<file path="config.mk">
export PLATFORM = sky130hd
export DESIGN_NAME = column_tracer
export DESIGN_NICKNAME = d
export VERILOG_FILES = /design/src/rtl/tracer_pkg.sv /design/src/rtl/restoring_divider.sv /design/src/rtl/column_tracer.sv
export SDC_FILE = /design/constraint.sdc
export NUM_CORES = 1
export LEC_CHECK = 0
export ABC_CLOCK_PERIOD_IN_PS = 9180
export CAP_MARGIN = 30
export CORE_AREA = 10 10 135 137
export DETAILED_ROUTE_END_ITERATION = 10
export DIE_AREA = 0 0 145 147
export GPL_TIMING_DRIVEN = 0
export SLEW_MARGIN = 20
export SYNTH_ARGS = -nofsm -noshare
export SYNTH_HDL_FRONTEND = slang
export SYNTH_SLANG_ARGS = --single-unit
</file>
<file path="constraint.sdc">
create_clock -name clk -period 9.18 [get_ports clk]
set_input_delay 2.295 -clock clk [delete_from_list [all_inputs] [get_ports clk]]
set_output_delay 2.295 -clock clk [all_outputs]
set_load 0.005 [all_outputs]
</file>
<file path="src/rtl/tracer_pkg.sv">
// Shared encodings and helpers for the column tracer.
package tracer_pkg;

    localparam logic [1:0] MODE_RECIP = 2'd0;
    localparam logic [1:0] MODE_ANIM  = 2'd1;
    localparam logic [1:0] MODE_DEBUG = 2'd2;
    localparam logic [1:0] MODE_RSVD  = 2'd3;

    typedef enum logic [1:0] {
        StIdle,
        StLoad,
        StDivide,
        StOutput
    } state_e;

    // Clamp a raw height into 1..ceiling; zero means "too far away" and maps to 1.
    function automatic logic [31:0] clamp_height(input logic [31:0] value,
                                                 input logic [31:0] ceiling);
        logic [31:0] result;
        if (value == 32'd0) begin
            result = 32'd1;
        end else if (value > ceiling) begin
            result = ceiling;
        end else begin
            result = value;
        end
        return result;
    endfunction

endpackage

</file>
<file path="src/rtl/restoring_divider.sv">
// Radix-2 restoring divider with a fixed DIV_W-cycle start-to-done latency.
// The first step is taken on the start cycle directly from the input operands.
module restoring_divider #(
    parameter int unsigned DIV_W = 16
) (
    input  logic             clk,
    input  logic             reset,
    input  logic             start_i,
    input  logic [DIV_W-1:0] dividend_i,
    input  logic [DIV_W-1:0] divisor_i,
    output logic [DIV_W-1:0] quotient_o,
    output logic [DIV_W-1:0] remainder_o,
    output logic             done_o
);

    localparam int unsigned CntW = $clog2(DIV_W + 1);

    logic [DIV_W-1:0] rem_q, quo_q, dvs_q;
    logic [CntW-1:0]  cnt_q;
    logic             done_q;

    logic [DIV_W-1:0] src_rem, src_quo, src_dvs;
    logic [DIV_W-1:0] step_rem, step_quo;
    logic [DIV_W:0]   trial, diff;

    // One restoring step, fed from the operands on start or from the working registers.
    always_comb begin
        src_rem  = start_i ? '0 : rem_q;
        src_quo  = start_i ? dividend_i : quo_q;
        src_dvs  = start_i ? divisor_i : dvs_q;
        trial    = {src_rem, src_quo[DIV_W-1]};
        diff     = trial - {1'b0, src_dvs};
        step_rem = trial[DIV_W-1:0];
        step_quo = {src_quo[DIV_W-2:0], 1'b0};
        if (trial >= {1'b0, src_dvs}) begin
            step_rem = diff[DIV_W-1:0];
            step_quo = {src_quo[DIV_W-2:0], 1'b1};
        end
    end

    // Working registers; done pulses the cycle after the final step.
    always_ff @(posedge clk) begin
        if (reset) begin
            rem_q  <= '0;
            quo_q  <= '0;
            dvs_q  <= '0;
            cnt_q  <= '0;
            done_q <= 1'b0;
        end else if (start_i) begin
            rem_q  <= step_rem;
            quo_q  <= step_quo;
            dvs_q  <= divisor_i;
            cnt_q  <= CntW'(DIV_W - 1);
            done_q <= 1'b0;
        end else if (cnt_q != '0) begin
            rem_q  <= step_rem;
            quo_q  <= step_quo;
            cnt_q  <= cnt_q - CntW'(1);
            done_q <= (cnt_q == CntW'(1));
        end else begin
            done_q <= 1'b0;
        end
    end

    assign quotient_o  = quo_q;
    assign remainder_o = rem_q;
    assign done_o      = done_q;

endmodule

</file>
<file path="src/rtl/column_tracer.sv">
// Per-frame column tracer: walks every column, derives a wall height and side
// flag (by division or from a debug constant) and streams them out over valid/ready.
module column_tracer
    import tracer_pkg::*;
#(
    parameter int unsigned NUM_COLS = 640,
    parameter int unsigned COL_W    = 10,
    parameter int unsigned H_W      = 8,
    parameter int unsigned H_MAX    = 240,
    parameter int unsigned DIV_W    = 16,
    parameter int unsigned NUMER    = 240,
    parameter int unsigned CYC_W    = 20
) (
    input  logic             clk,
    input  logic             reset,
    input  logic             enable_i,
    input  logic             start_i,
    input  logic [1:0]       mode_i,
    input  logic [H_W-1:0]   debug_height_i,
    input  logic [7:0]       debug_frame_i,
    output logic             busy_o,
    output logic             done_o,
    output logic             out_valid_o,
    input  logic             out_ready_i,
    output logic [COL_W-1:0] out_column_o,
    output logic [H_W-1:0]   out_height_o,
    output logic             out_side_o,
    output logic [CYC_W-1:0] cycle_count_o
);

    state_e state_q, state_d;

    logic [COL_W-1:0] col_q, col_d;
    logic [1:0]       mode_q, mode_d;
    logic [7:0]       frame_q, frame_d;
    logic [H_W-1:0]   height_q, height_d;
    logic             side_q, side_d;
    logic             done_q, done_d;
    logic [CYC_W-1:0] cyc_q, cyc_d;

    logic             div_start, div_done;
    logic [DIV_W-1:0] div_quo, div_rem, divisor;
    logic [COL_W-1:0] anim_col;
    logic             last_col, busy;

    assign last_col = (col_q == COL_W'(NUM_COLS - 1));
    // Animated mode wraps the offset column within the column index space.
    assign anim_col = col_q + COL_W'(frame_q);
    assign divisor  = ((mode_q == MODE_ANIM) ? DIV_W'(anim_col) : DIV_W'(col_q)) + DIV_W'(1);

    restoring_divider #(
        .DIV_W(DIV_W)
    ) u_divider (
        .clk        (clk),
        .reset      (reset),
        .start_i    (div_start),
        .dividend_i (DIV_W'(NUMER)),
        .divisor_i  (divisor),
        .quotient_o (div_quo),
        .remainder_o(div_rem),
        .done_o     (div_done)
    );

    // FSM state register.
    always_ff @(posedge clk) begin
        if (reset) begin
            state_q <= StIdle;
        end else begin
            state_q <= state_d;
        end
    end

    // FSM next-state logic; dropping enable aborts from any state.
    always_comb begin
        state_d = state_q;
        if (!enable_i) begin
            state_d = StIdle;
        end else begin
            unique case (state_q)
                StIdle:   if (start_i) state_d = StLoad;
                StLoad:   state_d = (mode_q == MODE_DEBUG) ? StOutput : StDivide;
                StDivide: if (div_done) state_d = StOutput;
                StOutput: if (out_ready_i) state_d = last_col ? StIdle : StLoad;
                default:  state_d = StIdle;
            endcase
        end
    end

    // FSM outputs.
    always_comb begin
        busy        = (state_q != StIdle);
        out_valid_o = (state_q == StOutput);
        div_start   = (state_q == StLoad) && (mode_q != MODE_DEBUG);
    end

    // Datapath next-state: frame latches, column walk, result capture, profiler.
    always_comb begin
        col_d    = col_q;
        mode_d   = mode_q;
        frame_d  = frame_q;
        height_d = height_q;
        side_d   = side_q;
        done_d   = 1'b0;
        cyc_d    = (busy && !(&cyc_q)) ? cyc_q + CYC_W'(1) : cyc_q;
        if (!enable_i) begin
            col_d    = '0;
            height_d = '0;
            side_d   = 1'b0;
        end else begin
            unique case (state_q)
                StIdle: begin
                    if (start_i) begin
                        mode_d  = mode_i;
                        frame_d = debug_frame_i;
                        col_d   = '0;
                        cyc_d   = '0;
                    end
                end
                StLoad: begin
                    if (mode_q == MODE_DEBUG) begin
                        height_d = H_W'(clamp_height(32'(debug_height_i), 32'(H_MAX)));
                        side_d   = col_q[0];
                    end
                end
                StDivide: begin
                    if (div_done) begin
                        height_d = H_W'(clamp_height(32'(div_quo), 32'(H_MAX)));
                        side_d   = (div_rem == '0);
                    end
                end
                StOutput: begin
                    if (out_ready_i) begin
                        if (last_col) begin
                            col_d    = '0;
                            height_d = '0;
                            side_d   = 1'b0;
                            done_d   = 1'b1;
                        end else begin
                            col_d = col_q + COL_W'(1);
                        end
                    end
                end
                default: ;
            endcase
        end
    end

    // Datapath registers; cycle_count is cleared only by reset or a new frame.
    always_ff @(posedge clk) begin
        if (reset) begin
            col_q    <= '0;
            mode_q   <= MODE_RECIP;
            frame_q  <= '0;
            height_q <= '0;
            side_q   <= 1'b0;
            done_q   <= 1'b0;
            cyc_q    <= '0;
        end else begin
            col_q    <= col_d;
            mode_q   <= mode_d;
            frame_q  <= frame_d;
            height_q <= height_d;
            side_q   <= side_d;
            done_q   <= done_d;
            cyc_q    <= cyc_d;
        end
    end

    assign busy_o        = busy;
    assign done_o        = done_q;
    assign out_column_o  = col_q;
    assign out_height_o  = height_q;
    assign out_side_o    = side_q;
    assign cycle_count_o = cyc_q;

endmodule

</file>
==> metrics, run 1 <==
Worst Slack Setup Final 3650 ps; Hold Buf Count CTS 0; Fillers 1552; run status complete, no violations; CTS Buf Count 9; final WL ~17 mm; global route overflow 0; Max Cap Violations 0; ys flop type dfxtp_1; Die H 147 µm; Synth top area share 0.340; multi-input logic area slightly below 4000 µm²; via count around 5700; IO Pins 65; PwrDens 229 nW/µm²; crit path cell chain ha_1, inv_1, fa_1, nor2b_1, o31ai_1, xnor2_1, a31oi_1, nor2_1, o311a_1, and3_1, ha_1, and4_1, nand2b_1, or3_1, o211a_1, and2_1, clkbuf_1, or3_1, a311oi_1; Setup Viol. Count Final 0; worst slew pin tran between 600 and 700 ps; I/O Buffers between 60 and 70; flops & latches, synth about 110; RSZ-0062 raised after global routing false; Crit. End Element flip-flop; detailed placement HPWL 12.6 mm; ys async rst share 0; placed cell areas 7150 µm²; largest net degree at the start of global routing 19; core box area roughly 16000 µm²; peak fanout along the critical path 10; sequential area share after synthesis 0.340; Cell Area, Synth 6250 µm²; Syn Inst Count 788; first-pass GRT wire length 27.5 mm; Total GRT Usage 0.154; DR WL/cell between 15 and 20 µm; vias in the first global route 5352; First-pass DRT Iterations 5; pre-CTS WS 3710 ps; Initial Utilization 0.400; Synth warnings 0; Post-synth EDFFs 0; Worst slew margin 0.574; ratio of cells with drive above 1 in the final layout 0.0426; area leader, netlist dfxtp_1; Layout area overhead 19.7%; final setup TNS 0 ps; GPL Wtd Cong 0.841; fin nets about 920; post-cts resize count 0; Die Area 21300 µm²; Hold Path Class flip-flop to flip-flop; Antenna diodes 0; Post-Layout Inst Area approximately 7500 µm²; startpoint types flip-flop; syn nets roughly 850; final worst-path cycle share 0.603; crit path kind flip-flop to flip-flop; setup bufs post-CTS 0; Syn Area/Cell 7.93 µm²; antenna violation net count after detailed routing 0; routed vias/inst 5.26; CTS tree done; largest cells by area after synthesis dfxtp_1 (34%), ha_1 (7.0%), nand2_1 (6.4%), nor2_1 (5.5%), a21oi_1 (4.5%); Pwr Total ~1.7 mW; Worst Path Arrival 5800 ps; Crit-path slowest cell dfxtp_1; clock tree buffer depth 2; Register Area 2120 µm²; cell row count 46; maximum clock frequency about 180 MHz; # DRC 0; Post-Route Skew 8.57 ps; clock transition at the registers of the reported paths ~80 ps; fin crit period between 5000 and 6000 ps; antenna violations before repair 0; Netlist cell types 71; Root Buffer clkbuf_16; CTS Sinks around 110; Final Max Slew Viols 0; Leak 2.70 nW; Worst path max stage delay 540 ps; Starting DRT DRC Count ~320; final hold vios 0; die width 145 µm; VDD IR max 0.130 mV; H-Tree Depth 3; clk_lat worst skew 360 ps; worst hold slack 447 ps; Worst Path Required 9450 ps
-- layer usage --
layer,global-route usage,routed length (µm),vias up
li1,-,-,2962
met1,0.200,8090,2604
met2,0.251,7570,120
met3,0.0356,704,16
met4,0.0393,192,0
met5,0,0,-
-- worst max-delay path, delay by kind of cell, from the launching register on --
kind / cells / cell delay (ps)
adders and majority gates: 3 / 1100
AOI/OAI and AO/OA: 5 / 1470
xor gates and xnor gates: 1 / 160
DFF: 1 / 540
buffers and inverters: 2 / 310
and+or+nand+nor: 8 / 1840
-- sequential cells by signal (all words and copies together), names as in the netlist --
signal / count
cycle_count_o: 20
u_divider.dvs_q: 16
u_divider.quotient_o: 16
u_divider.remainder_o: 16
out_column_o: 10
frame_q: 8
out_height_o: 8
u_divider.cnt_q: 5
mode_q: 2
state_q: 2
done_o: 1
out_side_o: 1
u_divider.done_o: 1
-- cells by family (layout without fill, tap and decap cells) --
| kind of cell | count (synthesis) | after routing | synth area share |
|---|---|---|---|
| compound gates | 179 | 179 | 0.193 |
| xor+xnor | 38 | 38 | 0.0533 |
| fa+ha+maj | 37 | 37 | 0.0765 |
| buf+inv | 56 | 136 | 0.0387 |
| flops | 106 | 106 | 0.340 |
| mux | 14 | 14 | 0.0226 |
| simple gates | 358 | 358 | 0.276 |
-- per-stage QoR --
| step | util | std cells |
|---|---|---|
| floorplan | - | 788 |
| global placement | 0.458 | 1067 |
| detailed placement | 0.458 | 1067 |
| CTS | 0.479 | 1083 |
| global route | 0.479 | 1084 |
| finish | 0.479 | 1084 |
-- placed cells by master (no fill, tap or decap), types with 10 or more instances in the layout --
cell type	netlist	layout
nand2_1	106	106
dfxtp_1	106	106
nor2_1	91	91
clkdlybuf4s50_1	0	63
a21oi_1	56	56
ha_1	35	35
o21ai_0	29	29
and2_1	26	26
nand3_1	26	26
inv_1	25	25
clkbuf_1	25	25
xnor2_1	24	24
nor3_1	18	18
xor2_1	14	14
a31oi_1	14	14
nor2b_1	13	13
mux2i_1	13	13
nor4_1	13	13
or3_1	12	12
nand2b_1	11	11
and3_1	11	11
a211oi_1	10	10
-- Yosys cell counts, types with 5 or more instances --
cell type  instances
dfxtp_1          106
nand2_1          106
nor2_1            91
a21oi_1           56
ha_1              35
o21ai_0           29
and2_1            26
nand3_1           26
clkbuf_1          25
inv_1             25
xnor2_1           24
nor3_1            18
a31oi_1           14
xor2_1            14
mux2i_1           13
nor2b_1           13
nor4_1            13
or3_1             12
and3_1            11
nand2b_1          11
a211oi_1          10
a311oi_1           8
nand4_1            8
a21o_1             7
and4_1             6
o21bai_1           6
a22oi_1            5
nand3b_1           5
-- area by class of cell --
class | count | share of cell area
multi-input combinational | 626 | 0.519
timing repair buffer | 64 | 0.0850
inverter | 25 | 0.0125
buffer | 31 | 0.0197
clock buffer | 9 | 0.0301
sequential | 106 | 0.284
clock inverter | 7 | 0.0136
tap | 216 | 0.0361
-- final timing paths --
kind	start	to	slack (ps)	cells after the start
setup / recovery	out_column_o[0]	u_divider.remainder_o[3]	3650	19
hold / removal	u_divider.dvs_q[14]	u_divider.dvs_q[14]	450	2
setup reg to reg	out_column_o[0]	u_divider.remainder_o[3]	3650	19
hold reg to reg	u_divider.dvs_q[14]	u_divider.dvs_q[14]	450	2
-- where the power goes --
part,switching (mW),total (mW),internal [mW],leakage [nW]
Sequential,0.0423,0.552,0.510,0.861
Clock,0.188,0.430,0.242,0.153
Combinational,0.441,0.735,0.294,1.68
(Power assumes the default switching activity.)
==> run 2: changes to the inputs <==
- ABC_CLOCK_PERIOD_IN_PS: 9180 -> 5700
- clock period: 9.18 -> 5.7 ns (I/O delays scaled with it)
==> run 2 against run 1 <==
  * Largest cell class unchanged
  * Largest power group unchanged
  * Sequential cell count unchanged
  * Combinational power up 61%
  * Critical endpoint unchanged
  * Global-route usage unchanged
  * Die area did not move
==> metrics, run 2 (same netlist as run 1, synthesis figures left out) <==
run status complete, no violations; Root Buffer clkbuf_16; Initial Utilization 0.400; WP buf/inv 1; Die Area 21300 µm²; largest net degree at the start of global routing 19; R2R Setup Slk 430 ps; # DRC 0; final worst-path cycle share 0.925; global route overflow 0; CTS Buf Count 9; Worst Setup SP out_column_o[0]; clock transition at the registers of the reported paths 80 ps; DR WL/cell 15.3 µm; RSZ-0062 raised after global routing false; multi-input logic area roughly 4000 µm²; Leak about 2.7 nW; Register Area approximately 2100 µm²; crit path kind flip-flop to flip-flop; Starting DRT DRC Count 296; H-Tree Depth 3; Worst path max stage delay 460 ps; CTS tree done; peak fanout along the critical path 10; final WL 16.6 mm; reg2reg path depth 17; pre-CTS WS 227 ps; antenna violation net count after detailed routing 0; first-pass GRT wire length approximately 28 mm; Max Used Layer met4; final setup TNS 0 ps; Crit path top cell by count or3_1; I/O Buffers 63; worst hold slack 447 ps; leading cell types in the layout, fill and taps excluded nand2_1 (106), dfxtp_1 (105), nor2_1 (91); DRT met1 WL 8.07 mm; Worst Path Required 5970 ps; final hold vios 0; Layout area overhead 19.8%; PwrDens around 370 nW/µm²; Hold Buf Count CTS 0; vias in the first global route 5352; GPL Wtd Cong 0.841; number of flip-flops under the largest register name 20; R2R Path Start out_column_o[0]; via count 5693; Die H 147 µm; CTS Sinks 106; VDD IR max 0.210 mV; startpoint types flip-flop; antenna violations before repair 0; Post-Route Skew 7.81 ps; clk_lat worst skew 360 ps; CP endpoint u_divider.remainder_o[3]; core box area ~16000 µm²; Worst Path Arrival 5540 ps; Antenna diodes 0; clock tree buffer depth 2; IO Pins 65; Setup Viol. Count Final 0; Fillers 1552; worst slew pin tran between 600 and 700 ps; met2 WL 7.60 mm; worst r2r dst u_divider.remainder_o[3]; Total GRT Usage 0.154; Worst slew margin 0.571; Max Cap Violations 0; wire length on met3 712 µm; Worst path top cell family by delay simple AND/OR/NAND/NOR gates; maximum clock frequency ~190 MHz; Crit. End Element flip-flop; crit path cell chain ha_1, inv_1, fa_1, nor2b_1, o31ai_1, xnor2_1, a31oi_2, or3_1, o41a_1, ha_1, and4_1, nand2b_1, or3_1, o211a_1, and2_1, or3_1, a311oi_1; fin nets just over 900; cell count along the critical path 17; commonest non-fill, non-tap cell in the layout nand2_1; Crit-path slowest cell o41a_1; die width 145 µm; Worst Slack Setup Final roughly 430 ps; routed vias/inst 5.26; detailed placement HPWL 12.6 mm; fin crit period 5270 ps; First-pass DRT Iterations 5; Hold Path Class flip-flop to flip-flop; Final Max Slew Viols 0; cell row count 46; ratio of cells with drive above 1 in the final layout 0.0450
run 2: changes by cell type in the layout (fill, tap and decap cells not counted), sizes merged:
cell | previous run | this run
clkbuf | 36 | 35
run 2: layer usage:
layer | up-vias | global-route usage
li1 | 2958 | -
met4 | 0 | 0.0393
met3 | 18 | 0.0356
met5 | - | 0
met2 | 118 | 0.251
met1 | 2599 | 0.200
run 2: worst min-delay path by stage:
stage,depth (start not counted),endpoint,from
2_1_floorplan,2,u_divider.dvs_q[11],u_divider.dvs_q[11]
3_3_place_gp,2,u_divider.dvs_q[8],u_divider.dvs_q[8]
3_5_place_dp,2,u_divider.dvs_q[14],u_divider.dvs_q[14]
4_1_cts,2,u_divider.dvs_q[14],u_divider.dvs_q[14]
5_1_grt,2,u_divider.dvs_q[11],u_divider.dvs_q[11]
6_report,2,u_divider.dvs_q[14],u_divider.dvs_q[14]
run 2: timing repair:
| action | CTS | global route |
|---|---|---|
| hold endpoints to repair | 0 | 0 |
| setup buffers | 0 | 0 |
| endpoints found under the setup margin | 0 | 8 |
| resized for setup | 0 | 2 |
run 2: worst register-to-register path, delay by kind of cell (launching register included):
family	cells	cell delay [ps]
XOR/XNOR	1	280
buffers and inverters	1	70
adder cells (fa/ha/maj)	3	1060
AND/OR/NAND/NOR	7	2030
flip-flops	1	450
AO/OA/AOI/OAI	5	1300
run 2: cell type report:
| type | instances | share of cell area |
|---|---|---|
| Inverter | 25 | 0.0125 |
| Clock buffer | 9 | 0.0301 |
| Sequential cell | 106 | 0.284 |
| Timing Repair Buffer | 64 | 0.0849 |
| Buffer | 30 | 0.0192 |
| Clock inverter | 7 | 0.0135 |
| Multi-Input combinational cell | 626 | 0.520 |
| Tap cell | 216 | 0.0361 |
run 2: metrics by stage:
stage / instances / cell area [µm²] / power, mW / utilization
final: 1083 / 7480 / 2.76 / 0.480
after global routing: 1083 / 7480 / 2.95 / 0.480
after CTS: 1083 / 7470 / 2.77 / 0.479
after detailed placement: 1067 / 7150 / 2.07 / 0.458
after global placement: 1067 / 7150 / 2.08 / 0.458
after floorplan: 788 / 6250 / 1.78 / -
run 2: where the power goes:
| part | leakage (nW) | total (mW) | switching, mW | internal, mW |
|---|---|---|---|---|
| clock network | 0.153 | 0.690 | 0.301 | 0.389 |
| logic | 1.68 | 1.18 | 0.711 | 0.470 |
| registers | 0.862 | 0.890 | 0.0685 | 0.821 |
==> run 3: changes to the inputs <==
- PLACE_DENSITY: unset -> 0.67
==> run 3 against run 2 <==
  * Routed wire length shrank 0.20%
  * Non-clock buffer count grew 1
  * Clock power shrank 8.3%
  * Sequential power is essentially flat
  * Register-to-register slack lost 120 ps
  * Setup slack lost 120 ps
  * Sequential cell count is the same
  * Count of clock-buffer cells in the layout grew 1
  * Critical path type unchanged
  * Critical endpoint unchanged
  * Largest power group unchanged
  * Highest routed layer unchanged
==> metrics, run 3 (same netlist as run 1, synthesis figures left out) <==
run status complete, no violations; worst slew pin tran 672 ps; PwrDens 363 nW/µm²; largest net degree at the start of global routing 18; Fillers approximately 1500; Worst Path Arrival 5660 ps; detailed placement HPWL 12.3 mm; final WL 16.6 mm; H-Tree Depth 3; number of flip-flops under the largest register name 20; vias in the first global route 5436; RSZ-0062 raised after global routing false; maximum clock frequency 186 MHz; first-pass GRT wire length 27.1 mm; cell row count 46; leading cell types in the layout, fill and taps excluded nand2_1 (106), dfxtp_1 (105), nor2_1 (91); Worst slew margin 0.552; startpoint types flip-flop; I/O Buffers 63; clk_lat worst skew around 360 ps; via count 5837; antenna violation net count after detailed routing 0; Hold Path Class flip-flop to flip-flop; First-pass DRT Iterations 7; fin nets between 900 and 1000; ratio of cells with drive above 1 in the final layout 0.0438; core box area 15600 µm²; routed vias/inst 5.38; CTS Sinks roughly 110; clock tree buffer depth 2; Die H 147 µm; final worst-path cycle share 0.945; Setup Viol. Count Final 0; commonest non-fill, non-tap cell in the layout nand2_1; CTS Buf Count 9; die width 145 µm; Root Buffer clkbuf_16; power share of the sequential group 0.328; VDD IR max 0.188 mV; # DRC 0; Layout area overhead 19.4%; clock transition at the registers of the reported paths 70 ps; Net Sw Power ~1.1 mW; P_int roughly 1.6 mW; Leak 2.68 nW; Max Cap Violations 0; combinational share of power 0.438; DR WL/cell 15.3 µm; setup bufs post-CTS 0; final setup TNS 0 ps; peak fanout along the critical path 10; global route overflow 0; antenna violations before repair 0; sw frac 0.396; fin crit period 5390 ps; Worst Path Required 5970 ps; IO Pins 65; Starting DRT DRC Count 368; Antenna diodes 0; Initial Utilization 0.400; crit path kind flip-flop to flip-flop; Final Max Slew Viols 0; Post-Route Skew ~9.4 ps; CTS tree done; Die Area ~21000 µm²; Crit. End Element flip-flop; final hold vios 0; R2R Setup Slk 310 ps; GPL Wtd Cong 0.913; Total GRT Usage 0.151; Pwr Total 2.71 mW; clock network fraction of design power 0.234
[run 3: cell count changes in the layout (fill, tap and decap cells not counted), sizes merged]
| cell | change |
|---|---|
| buf | +1 |
| clkbuf | +1 |
| inv | -1 |
| clkinvlp | +1 |
| bufinv | -1 |
[run 3: power groups by stage]
stage | Combinational [mW] | Sequential (mW) | Clock [mW]
floorplan | 0.895 | 0.883 | 0
global placement | 1.15 | 0.903 | 0
detailed placement | 1.16 | 0.903 | 0
CTS | 1.17 | 0.887 | 0.646
global route | 1.32 | 0.900 | 0.677
finish | 1.19 | 0.889 | 0.633
[run 3: timing repair]
action	4_1_cts	5_1_grt
endpoints found under the setup margin	0	6
hold buffers	0	0
gates resized for setup	0	2
[run 3: final timing paths]
kind	startpoint	to	depth (start not counted)
max	out_column_o[2]	u_divider.remainder_o[3]	16
min reg2reg	u_divider.dvs_q[14]	u_divider.dvs_q[14]	2
max reg2reg	out_column_o[2]	u_divider.remainder_o[3]	16
min	u_divider.dvs_q[14]	u_divider.dvs_q[14]	2
[run 3: cell type report]
class	instances	area [µm²]	share of cell area
flip-flops and latches	106	2120	0.285
plain buffers	31	148	0.0198
repair buffers	64	636	0.0853
well taps	216	270	0.0363
clock buffers	10	229	0.0307
inverters	25	93.8	0.0126
clock inverters	6	66.3	0.00890
multi-input cells	626	3890	0.522
[run 3: critical path, stage by stage (launching register included)]
cell	delay, ps
dfxtp_1	480
ha_1	320
o21ai_0	280
nor2_2	100
or4_4	490
a32o_2	310
or3_1	340
o41a_1	470
ha_1	420
and4_1	230
nand2b_1	100
or3_1	360
o211a_1	270
and2_1	190
clkbuf_1	240
or3_1	440
a311oi_1	270
[run 3: per-stage QoR]
stage	hold slack, ps	setup WS [ps]	util	instances	cell area, µm²
floorplan	424	972	-	788	6250
global placement	436	200	0.458	1067	7150
detailed placement	439	216	0.458	1067	7150
CTS	452	170	0.477	1083	7440
global route	480	7.25	0.478	1084	7450
finish	446	313	0.478	1084	7450
[run 3: routing by layer]
metal,vias up,share of wire,track usage
met2,130,0.45,0.244
met4,0,0.014,0.0393
met1,2734,0.49,0.193
met5,-,0,0
met3,16,0.045,0.0430
li1,2957,-,-
